**src/rtl/uart_responder_if.sv**
```systemverilog
// CPU data-bus port of the UART responder: register select, write data and byte strobes,
// read strobe, registered read data and level interrupt.
interface uart_responder_if;
    logic [2:0]  i_addr;
    logic [31:0] i_din;
    logic [3:0]  i_wr_en;
    logic        i_rd_en;
    logic [31:0] o_dout;
    logic        o_irq;

    modport master (output i_addr, i_din, i_wr_en, i_rd_en, input o_dout, o_irq);
    modport slave  (input i_addr, i_din, i_wr_en, i_rd_en, output o_dout, o_irq);
endinterface

```
**src/rtl/uart_responder.sv**
```systemverilog
// Small synchronous FIFO: power-of-2 depth, extra pointer bit gives full/empty.
// Latency: pushed data readable at pop_dat the cycle after the push.
// Backpressure: push while full is dropped unless a pop happens in the same cycle.
module uart_responder_fifo #(
    parameter int WIDTH = 8,
    parameter int DEPTH = 4
) (
    input  logic             i_clk,
    input  logic             i_rst,
    input  logic             i_clk_en,
    input  logic             push_vld,
    input  logic [WIDTH-1:0] push_dat,
    input  logic             pop_rdy,
    output logic [WIDTH-1:0] pop_dat,
    output logic             full,
    output logic             empty
);
    localparam int AW = $clog2(DEPTH);

    logic [AW:0]      wr_ptr_q, wr_ptr_d, rd_ptr_q, rd_ptr_d;
    logic [WIDTH-1:0] mem_q [DEPTH];
    logic             do_push, do_pop;

    assign empty   = (wr_ptr_q == rd_ptr_q);
    assign full    = (wr_ptr_q[AW] != rd_ptr_q[AW]) && (wr_ptr_q[AW-1:0] == rd_ptr_q[AW-1:0]);
    assign pop_dat = mem_q[rd_ptr_q[AW-1:0]];

    always_comb begin
        do_pop   = i_clk_en & pop_rdy & ~empty;
        do_push  = i_clk_en & push_vld & (~full | do_pop);
        wr_ptr_d = wr_ptr_q + {{AW{1'b0}}, do_push};
        rd_ptr_d = rd_ptr_q + {{AW{1'b0}}, do_pop};
    end

    always_ff @(posedge i_clk) begin
        if (i_rst) begin
            wr_ptr_q <= '0;
            rd_ptr_q <= '0;
        end else begin
            wr_ptr_q <= wr_ptr_d;
            rd_ptr_q <= rd_ptr_d;
        end
    end

    always_ff @(posedge i_clk) begin
        if (do_push) mem_q[wr_ptr_q[AW-1:0]] <= push_dat;
    end
endmodule

// Memory-mapped 8N1 UART with TX/RX FIFOs, four registers and a level interrupt.
// Latency: read data one cycle after strobe; TX start bit two cycles after a DATA write.
// Backpressure: none on the bus; TX writes to a full FIFO and RX bytes into a full FIFO drop.
module uart_responder #(
    parameter int          TX_DEPTH  = 4,
    parameter int          RX_DEPTH  = 4,
    parameter logic [15:0] DIV_RESET = 16'd433
) (
    input  logic            i_clk,
    input  logic            i_rst,
    input  logic            i_clk_en,
    uart_responder_if.slave bus,
    input  logic            i_rxd,
    output logic            o_txd
);
    typedef enum logic [1:0] {TX_IDLE, TX_START, TX_DATA, TX_STOP} tx_state_t;
    typedef enum logic [2:0] {RX_IDLE, RX_START, RX_DATA, RX_STOP, RX_WAIT} rx_state_t;

    tx_state_t   tx_state_q, tx_state_d;
    rx_state_t   rx_state_q, rx_state_d;
    logic [15:0] baud_q, baud_d, tx_div_q, tx_div_d, tx_cnt_q, tx_cnt_d;
    logic [15:0] rx_div_q, rx_div_d, rx_cnt_q, rx_cnt_d;
    logic [7:0]  tx_shift_q, tx_shift_d, rx_shift_q, rx_shift_d;
    logic [2:0]  tx_bit_q, tx_bit_d, rx_bit_q, rx_bit_d;
    logic [2:0]  rx_sync_q, rx_sync_d;
    logic [1:0]  ctrl_q, ctrl_d;
    logic        overrun_q, overrun_d, frame_err_q, frame_err_d;
    logic        txd_q, txd_d, irq_q, irq_d;
    logic [31:0] dout_q, dout_d;

    logic        tx_full, tx_empty, rx_full, rx_empty, tx_idle;
    logic [7:0]  tx_head, rx_head;
    logic        tx_push, tx_pop, rx_push, rx_pop, wr_cyc;
    logic        tx_tick, rx_tick, rx_in;
    logic [16:0] rx_half;
    logic        unused_bits;

    // Address bit 2 aliases and the upper write-data half has no register behind it.
    assign unused_bits = ^{bus.i_addr[2], bus.i_din[31:16]};

    uart_responder_fifo #(.WIDTH(8), .DEPTH(TX_DEPTH)) u_tx_fifo (
        .i_clk(i_clk), .i_rst(i_rst), .i_clk_en(i_clk_en),
        .push_vld(tx_push), .push_dat(bus.i_din[7:0]), .pop_rdy(tx_pop),
        .pop_dat(tx_head), .full(tx_full), .empty(tx_empty));

    uart_responder_fifo #(.WIDTH(8), .DEPTH(RX_DEPTH)) u_rx_fifo (
        .i_clk(i_clk), .i_rst(i_rst), .i_clk_en(i_clk_en),
        .push_vld(rx_push), .push_dat(rx_shift_q), .pop_rdy(rx_pop),
        .pop_dat(rx_head), .full(rx_full), .empty(rx_empty));

    always_comb begin
        baud_d = baud_q;  ctrl_d = ctrl_q;  overrun_d = overrun_q;  frame_err_d = frame_err_q;
        dout_d = dout_q;  txd_d = txd_q;
        tx_state_d = tx_state_q;  tx_div_d = tx_div_q;  tx_cnt_d = tx_cnt_q;
        tx_shift_d = tx_shift_q;  tx_bit_d = tx_bit_q;
        rx_state_d = rx_state_q;  rx_div_d = rx_div_q;  rx_cnt_d = rx_cnt_q;
        rx_shift_d = rx_shift_q;  rx_bit_d = rx_bit_q;
        rx_sync_d  = {rx_sync_q[1:0], i_rxd};
        rx_in      = rx_sync_q[1];
        tx_idle    = tx_empty & (tx_state_q == TX_IDLE);
        tx_tick    = (tx_cnt_q == tx_div_q);
        rx_tick    = (rx_cnt_q == rx_div_q);
        rx_half    = ({1'b0, rx_div_q} + 17'd1) >> 1;
        wr_cyc     = |bus.i_wr_en;
        tx_push    = wr_cyc & bus.i_wr_en[0] & (bus.i_addr[1:0] == 2'd0);
        rx_pop     = bus.i_rd_en & (bus.i_addr[1:0] == 2'd0) & ~rx_empty;
        tx_pop     = 1'b0;
        rx_push    = 1'b0;

        // Reads see the pre-write register values of this cycle.
        if (bus.i_rd_en) begin
            case (bus.i_addr[1:0])
                2'd0:    dout_d = rx_empty ? 32'd0 : {24'd0, rx_head};
                2'd1:    dout_d = {26'd0, frame_err_q, overrun_q, rx_full, ~rx_empty, tx_idle, tx_full};
                2'd2:    dout_d = {30'd0, ctrl_q};
                default: dout_d = {16'd0, baud_q};
            endcase
        end
        if (wr_cyc) begin
            case (bus.i_addr[1:0])
                2'd1: if (bus.i_wr_en[0]) begin
                    if (bus.i_din[4]) overrun_d   = 1'b0;
                    if (bus.i_din[5]) frame_err_d = 1'b0;
                end
                2'd2: if (bus.i_wr_en[0]) ctrl_d = bus.i_din[1:0];
                2'd3: begin
                    if (bus.i_wr_en[0]) baud_d[7:0]  = bus.i_din[7:0];
                    if (bus.i_wr_en[1]) baud_d[15:8] = bus.i_din[15:8];
                end
                default: ;
            endcase
        end

        // Each bit latches the divider at its start so BAUD writes land on bit boundaries.
        if (tx_state_q != TX_IDLE) begin
            tx_cnt_d = tx_tick ? 16'd0 : tx_cnt_q + 16'd1;
            if (tx_tick) tx_div_d = baud_q;
        end
        case (tx_state_q)
            TX_IDLE: if (!tx_empty) begin
                tx_pop = 1'b1;  tx_shift_d = tx_head;  tx_cnt_d = '0;  tx_div_d = baud_q;
                txd_d = 1'b0;   tx_state_d = TX_START;
            end
            TX_START: if (tx_tick) begin
                tx_state_d = TX_DATA;  tx_bit_d = '0;
                txd_d = tx_shift_q[0];  tx_shift_d = {1'b0, tx_shift_q[7:1]};
            end
            TX_DATA: if (tx_tick) begin
                if (tx_bit_q == 3'd7) begin
                    tx_state_d = TX_STOP;  txd_d = 1'b1;
                end else begin
                    tx_bit_d = tx_bit_q + 3'd1;
                    txd_d = tx_shift_q[0];  tx_shift_d = {1'b0, tx_shift_q[7:1]};
                end
            end
            default: if (tx_tick) begin
                if (!tx_empty) begin
                    tx_pop = 1'b1;  tx_shift_d = tx_head;  txd_d = 1'b0;  tx_state_d = TX_START;
                end else begin
                    txd_d = 1'b1;  tx_state_d = TX_IDLE;
                end
            end
        endcase

        case (rx_state_q)
            RX_IDLE: if (rx_sync_q[2] & ~rx_in) begin
                rx_state_d = RX_START;  rx_cnt_d = '0;  rx_div_d = baud_q;
            end
            RX_START: begin
                rx_cnt_d = rx_cnt_q + 16'd1;
                if ({1'b0, rx_cnt_q} == rx_half) begin
                    rx_state_d = rx_in ? RX_IDLE : RX_DATA;
                    rx_cnt_d = '0;  rx_bit_d = '0;  rx_div_d = baud_q;
                end
            end
            RX_DATA: begin
                rx_cnt_d = rx_tick ? 16'd0 : rx_cnt_q + 16'd1;
                if (rx_tick) begin
                    rx_shift_d = {rx_in, rx_shift_q[7:1]};
                    rx_div_d   = baud_q;
                    rx_bit_d   = rx_bit_q + 3'd1;
                    if (rx_bit_q == 3'd7) rx_state_d = RX_STOP;
                end
            end
            RX_STOP: begin
                rx_cnt_d = rx_tick ? 16'd0 : rx_cnt_q + 16'd1;
                if (rx_tick) begin
                    if (!rx_in) begin
                        frame_err_d = 1'b1;  rx_state_d = RX_WAIT;
                    end else begin
                        if (!rx_full || rx_pop) rx_push = 1'b1;
                        else                    overrun_d = 1'b1;
                        rx_state_d = RX_IDLE;
                    end
                end
            end
            default: if (rx_in) rx_state_d = RX_IDLE;
        endcase

        irq_d = (ctrl_q[0] & ~rx_empty) | (ctrl_q[1] & tx_idle);
    end

    always_ff @(posedge i_clk) begin
        if (i_rst) begin
            baud_q <= DIV_RESET;  ctrl_q <= '0;  overrun_q <= 1'b0;  frame_err_q <= 1'b0;
            dout_q <= '0;  txd_q <= 1'b1;  irq_q <= 1'b0;  rx_sync_q <= '1;
            tx_state_q <= TX_IDLE;  tx_div_q <= '0;  tx_cnt_q <= '0;  tx_shift_q <= '0;  tx_bit_q <= '0;
            rx_state_q <= RX_IDLE;  rx_div_q <= '0;  rx_cnt_q <= '0;  rx_shift_q <= '0;  rx_bit_q <= '0;
        end else if (i_clk_en) begin
            baud_q <= baud_d;  ctrl_q <= ctrl_d;  overrun_q <= overrun_d;  frame_err_q <= frame_err_d;
            dout_q <= dout_d;  txd_q <= txd_d;  irq_q <= irq_d;  rx_sync_q <= rx_sync_d;
            tx_state_q <= tx_state_d;  tx_div_q <= tx_div_d;  tx_cnt_q <= tx_cnt_d;
            tx_shift_q <= tx_shift_d;  tx_bit_q <= tx_bit_d;
            rx_state_q <= rx_state_d;  rx_div_q <= rx_div_d;  rx_cnt_q <= rx_cnt_d;
            rx_shift_q <= rx_shift_d;  rx_bit_q <= rx_bit_d;
        end
    end

    assign bus.o_dout = dout_q;
    assign bus.o_irq  = irq_q;
    assign o_txd      = txd_q;
endmodule

```
**src/flat_wrapper.sv**
```systemverilog
// flat-port wrapper written by rule: the top's interface ports become plain ports
module uart_responder_flat 
#(
    parameter int          TX_DEPTH  = 4,
    parameter int          RX_DEPTH  = 4,
    parameter logic [15:0] DIV_RESET = 16'd433
)
  (i_clk, i_rst, i_clk_en, i_rxd, o_txd, bus_i_addr, bus_i_din, bus_i_wr_en, bus_i_rd_en, bus_o_dout, bus_o_irq);
  uart_responder_if bus_i ();
  input  logic i_clk;
  input  logic i_rst;
  input  logic i_clk_en;
  input  logic i_rxd;
  output logic o_txd;
  input wire logic [$bits(bus_i.i_addr)-1:0] bus_i_addr;
  input wire logic [$bits(bus_i.i_din)-1:0] bus_i_din;
  input wire logic [$bits(bus_i.i_wr_en)-1:0] bus_i_wr_en;
  input wire logic [$bits(bus_i.i_rd_en)-1:0] bus_i_rd_en;
  output wire logic [$bits(bus_i.o_dout)-1:0] bus_o_dout;
  output wire logic [$bits(bus_i.o_irq)-1:0] bus_o_irq;
  assign bus_i.i_addr = bus_i_addr;
  assign bus_i.i_din = bus_i_din;
  assign bus_i.i_wr_en = bus_i_wr_en;
  assign bus_i.i_rd_en = bus_i_rd_en;
  assign bus_o_dout = bus_i.o_dout;
  assign bus_o_irq = bus_i.o_irq;
  uart_responder #(.TX_DEPTH(TX_DEPTH), .RX_DEPTH(RX_DEPTH), .DIV_RESET(DIV_RESET)) u_core (.i_clk(i_clk), .i_rst(i_rst), .i_clk_en(i_clk_en), .bus(bus_i), .i_rxd(i_rxd), .o_txd(o_txd));
endmodule
```
**config.mk**
```make
export PLATFORM = sky130hd
export DESIGN_NAME = uart_responder_flat
export DESIGN_NICKNAME = d
export VERILOG_FILES = /design/src/rtl/uart_responder_if.sv /design/src/rtl/uart_responder.sv /design/src/flat_wrapper.sv
export SDC_FILE = /design/constraint.sdc
export NUM_CORES = 1
export LEC_CHECK = 0
export CORE_MARGIN = 2
export CORE_UTILIZATION = 23
export CTS_BUF_LIST = sky130_fd_sc_hd__clkbuf_16
export CTS_CLUSTER_DIAMETER = 150
export DETAILED_ROUTE_END_ITERATION = 10
export GPL_ROUTABILITY_DRIVEN = 0
export PLACE_DENSITY_LB_ADDON = 0.1
export SLEW_MARGIN = 20
export SYNTH_ARGS = -nofsm -noshare
export SYNTH_HDL_FRONTEND = slang
export SYNTH_SLANG_ARGS = --single-unit
```
**constraint.sdc**
```tcl
create_clock -name i_clk -period 6.1 [get_ports i_clk]
set_input_delay 1.22 -clock i_clk [delete_from_list [all_inputs] [get_ports i_clk]]
set_output_delay 1.22 -clock i_clk [all_outputs]
set_load 0.01 [all_outputs]
```
==> impl_metrics.tcl <==
set metrics [dict create \
    fillerInstances 4578 \
    cap_violations 0 \
    crit_required_ns 6.27 \
    combPwrFrac_pct 11.1 \
    pre_cts_slack_ns 1.52 \
    clockBufferDepth 3 \
    rows 76 \
    grt-busiest-layer "met2" \
    clkLatencyLatePin_ns 0.54 \
    status "finished clean" \
    grt.overflow.total 0 \
    irDropWorstVdd_uv 181 \
    met1_usage_pct 17.1 \
    n_antenna_cell 0 \
    hold_class "reg -> reg" \
    ys_warn_count 0 \
    netlist_area_um2 9900 \
    mostFrequentLayoutCell "dfxtp_1" \
    crit_path_start_kind "input pin" \
    die-area_um2 44700 \
    synth_edf_count 64 \
    period_share_pct 63.3 \
    critPathArrivalTime_ns 4.03 \
    drc 0 \
    tightest_slew_ns 0.943 \
    antenna_found_initial 0 \
    cts_sinks 208 \
    cts_max_level 1 \
    synth_area_per_cell_um2 10.0 \
    setup_viol 0 \
    multi_input_area_um2 4730 \
    grt_pass1_wl_mm 43.4 \
    p_int_uw 2410 \
    nets 1067 \
    clkPwrFrac_pct 43.2 \
    via_per_inst 4.55 \
    powerDensity_nw_per_um2 286 \
    setup_ws_ns 2.24 \
    yosysUniqueCellTypes 67 \
    end_kind "flip-flop" \
    fp.dieW_um 212 \
    hold_viol_final 0 \
    leakage_uw 0.00419 \
    hpwl_mm 19.0 \
    core_um2 42800 \
    hold_buffers 0 \
    netlist_instances 987 \
    final.setup.tns_ns 0 \
    path_max_fanout 8 \
    fin_crit_ns 3.86 \
    die_h_um 212 \
    grt.met3_usage_pct 1.75 \
    grt_max_degree 62 \
    grtUsageMet2_pct 20.9 \
    synth_flop_cell "dfxtp_1" \
    clockRootBuffer "clkbuf_16" \
    drive_gt1_share_pct 7.81 \
    initial_core_util_pct 23.1 \
    numPortBuffers 42 \
    final_max_slew_viol_count 0 \
    drt-pass1-iter-count 6 \
    area_delta_synth_final_pct 16.9 \
    path_class "in -> reg" \
    post_cts_buffers 0 \
    wl_per_cell_um 17.8 \
    most-common-layout-cells "dfxtp_1, nand2_1, nor2_1" \
    io_pins 78 \
    drtIter0Drc 358 \
    grt_pass1_vias 7162 \
    finClkSkew_ns 0.0181 \
    max_freq_ghz 0.259 \
    async_flop_share_pct 0 \
    post_cts_resized 0 \
    ys_seq_elements 208 \
    max_slew_margin_pct 36.5 \
    clk_pin_slew_ns 0.06 \
    vias 7141 \
    sw_frac_of_total_pct 27.0 \
    cts_tree "yes" \
    seq_area_frac_synth_pct 48.5 \
    drt-total-wl_mm 27.9 \
    regArea_um2 4800 \
    track_usage_pct 12.5 \
    rsz0062_at_grt "no" \
    p_switching_uw 894 \
    pwr-share-seq_pct 45.7 \
    numCtsBuffers 26 \
    drtAntennaViolNets 0 \
]
-- per-layer routing --
layer / vias to the layer above / wire (um)
met3: 39 / 729
met4: 0 / 567
met5: - / 0
met2: 90 / 13000
li1: 3559 / -
met1: 3453 / 13500
-- final timing paths --
| check | startpoint | to | slack, ns | cells after the start |
|---|---|---|---|---|
| max | i_clk_en | u_core.u_rx_fifo.mem_q[2][2] | 2.24 | 6 |
| min | u_core.bus.o_dout[1] | u_core.bus.o_dout[1] | 0.46 | 2 |
| max reg2reg | u_core.rx_cnt_q[12] | u_core.u_rx_fifo.mem_q[2][2] | 2.49 | 7 |
| min reg2reg | u_core.bus.o_dout[1] | u_core.bus.o_dout[1] | 0.46 | 2 |
-- synth_stat cells, types with 4 or more instances --
| library cell | instances | area share, % |
|---|---|---|
| a21oi_1 | 42 | 2.1 |
| clkbuf_1 | 51 | 1.9 |
| nand2_1 | 102 | 3.9 |
| xnor2_1 | 33 | 2.9 |
| mux4_2 | 17 | 3.9 |
| buf_1 | 5 | 0.19 |
| a31oi_1 | 14 | 0.88 |
| nor2b_1 | 12 | 0.76 |
| mux2i_1 | 64 | 6.5 |
| dfxtp_1 | 144 | 29 |
| xor2_1 | 32 | 2.8 |
| nand4_1 | 10 | 0.63 |
| nor2_1 | 102 | 3.9 |
| a22oi_1 | 13 | 0.99 |
| a221oi_1 | 5 | 0.44 |
| nand4b_1 | 4 | 0.35 |
| nand2b_1 | 8 | 0.51 |
| a211oi_1 | 10 | 0.76 |
| nor3b_1 | 14 | 1.1 |
| buf_4 | 16 | 1.2 |
| inv_1 | 15 | 0.57 |
| nand3_1 | 24 | 1.2 |
| o21bai_1 | 5 | 0.38 |
| ha_1 | 19 | 2.4 |
| nor4_1 | 11 | 0.69 |
| o211ai_1 | 5 | 0.38 |
| o21ai_0 | 32 | 1.6 |
| edfxtp_1 | 64 | 19 |
| and3_1 | 15 | 0.95 |
| nor3_1 | 29 | 1.5 |
| buf_2 | 7 | 0.35 |
| a311oi_1 | 11 | 0.97 |
-- power by group through the flow --
stage | Clock, uW | Sequential (uW) | Combinational, uW
after detailed placement | 0 | 1540 | 370
after global placement | 0 | 1540 | 369
after floorplan | 0 | 1510 | 277
after global routing | 1540 | 1520 | 405
final | 1430 | 1510 | 367
after CTS | 1480 | 1510 | 371
-- stage by stage --
| stage | total power (uW) | hold WS [ns] | util (%) | cell area, um2 | instances |
|---|---|---|---|---|---|
| floorplan | 1790 | 0.442 | - | 9960 | 1002 |
| global placement | 1910 | 0.448 | 25.2 | 10800 | 1521 |
| detailed placement | 1910 | 0.451 | 25.2 | 10800 | 1521 |
| CTS | 3370 | 0.464 | 27.0 | 11600 | 1569 |
| global route | 3470 | 0.491 | 27.1 | 11600 | 1570 |
| finish | 3310 | 0.463 | 27.1 | 11600 | 1570 |
-- sequential cells by signal (all words and copies together), names as in the netlist, 2 cells and up --
signal,flops
u_core.u_tx_fifo.rd_ptr_q,3
u_core.ctrl_q,2
u_core.u_rx_fifo.rd_ptr_q,3
u_core.u_tx_fifo.wr_ptr_q,3
u_core.u_rx_fifo.wr_ptr_q,3
u_core.bus.o_dout,16
u_core.rx_state_q,3
u_core.tx_cnt_q,16
u_core.tx_shift_q,8
u_core.u_tx_fifo.mem_q,32
u_core.baud_q,16
u_core.tx_state_q,2
u_core.rx_shift_q,8
u_core.tx_div_q,16
u_core.tx_bit_q,3
u_core.rx_bit_q,3
u_core.rx_sync_q,3
u_core.u_rx_fifo.mem_q,32
u_core.rx_cnt_q,16
u_core.rx_div_q,16
-- critical path, stage by stage --
cell and delay [ns]:
clkdlybuf4s50_1 0.56, nor2b_1 0.37, nand2b_1 0.24, nor4_1 0.85, nand2_1 0.11, nor2_1 0.67
-- final cells by class --
| type | count | area share (%) |
|---|---|---|
| flip-flops and latches | 208 | 41.5 |
| multi-input cells | 698 | 40.9 |
| well taps | 546 | 5.90 |
| clock buffers | 26 | 5.62 |
| repair buffers | 54 | 4.45 |
| clock inverters | 22 | 1.15 |
| inverters | 16 | 0.519 |
-- cells by family (layout without fill, tap and decap cells) --
group / count (synthesis) / in the layout / synth area share, %
compound gates: 159 / 159 / 10.9
xor+xnor: 65 / 65 / 5.75
fa+ha+maj: 19 / 19 / 2.40
buf+inv: 96 / 118 / 4.45
flops: 208 / 208 / 48.5
mux: 83 / 83 / 10.6
other cells: 1 / 16 / 0.0379
simple gates: 356 / 356 / 17.4
Note: power is estimated with default switching activity, not from simulation.
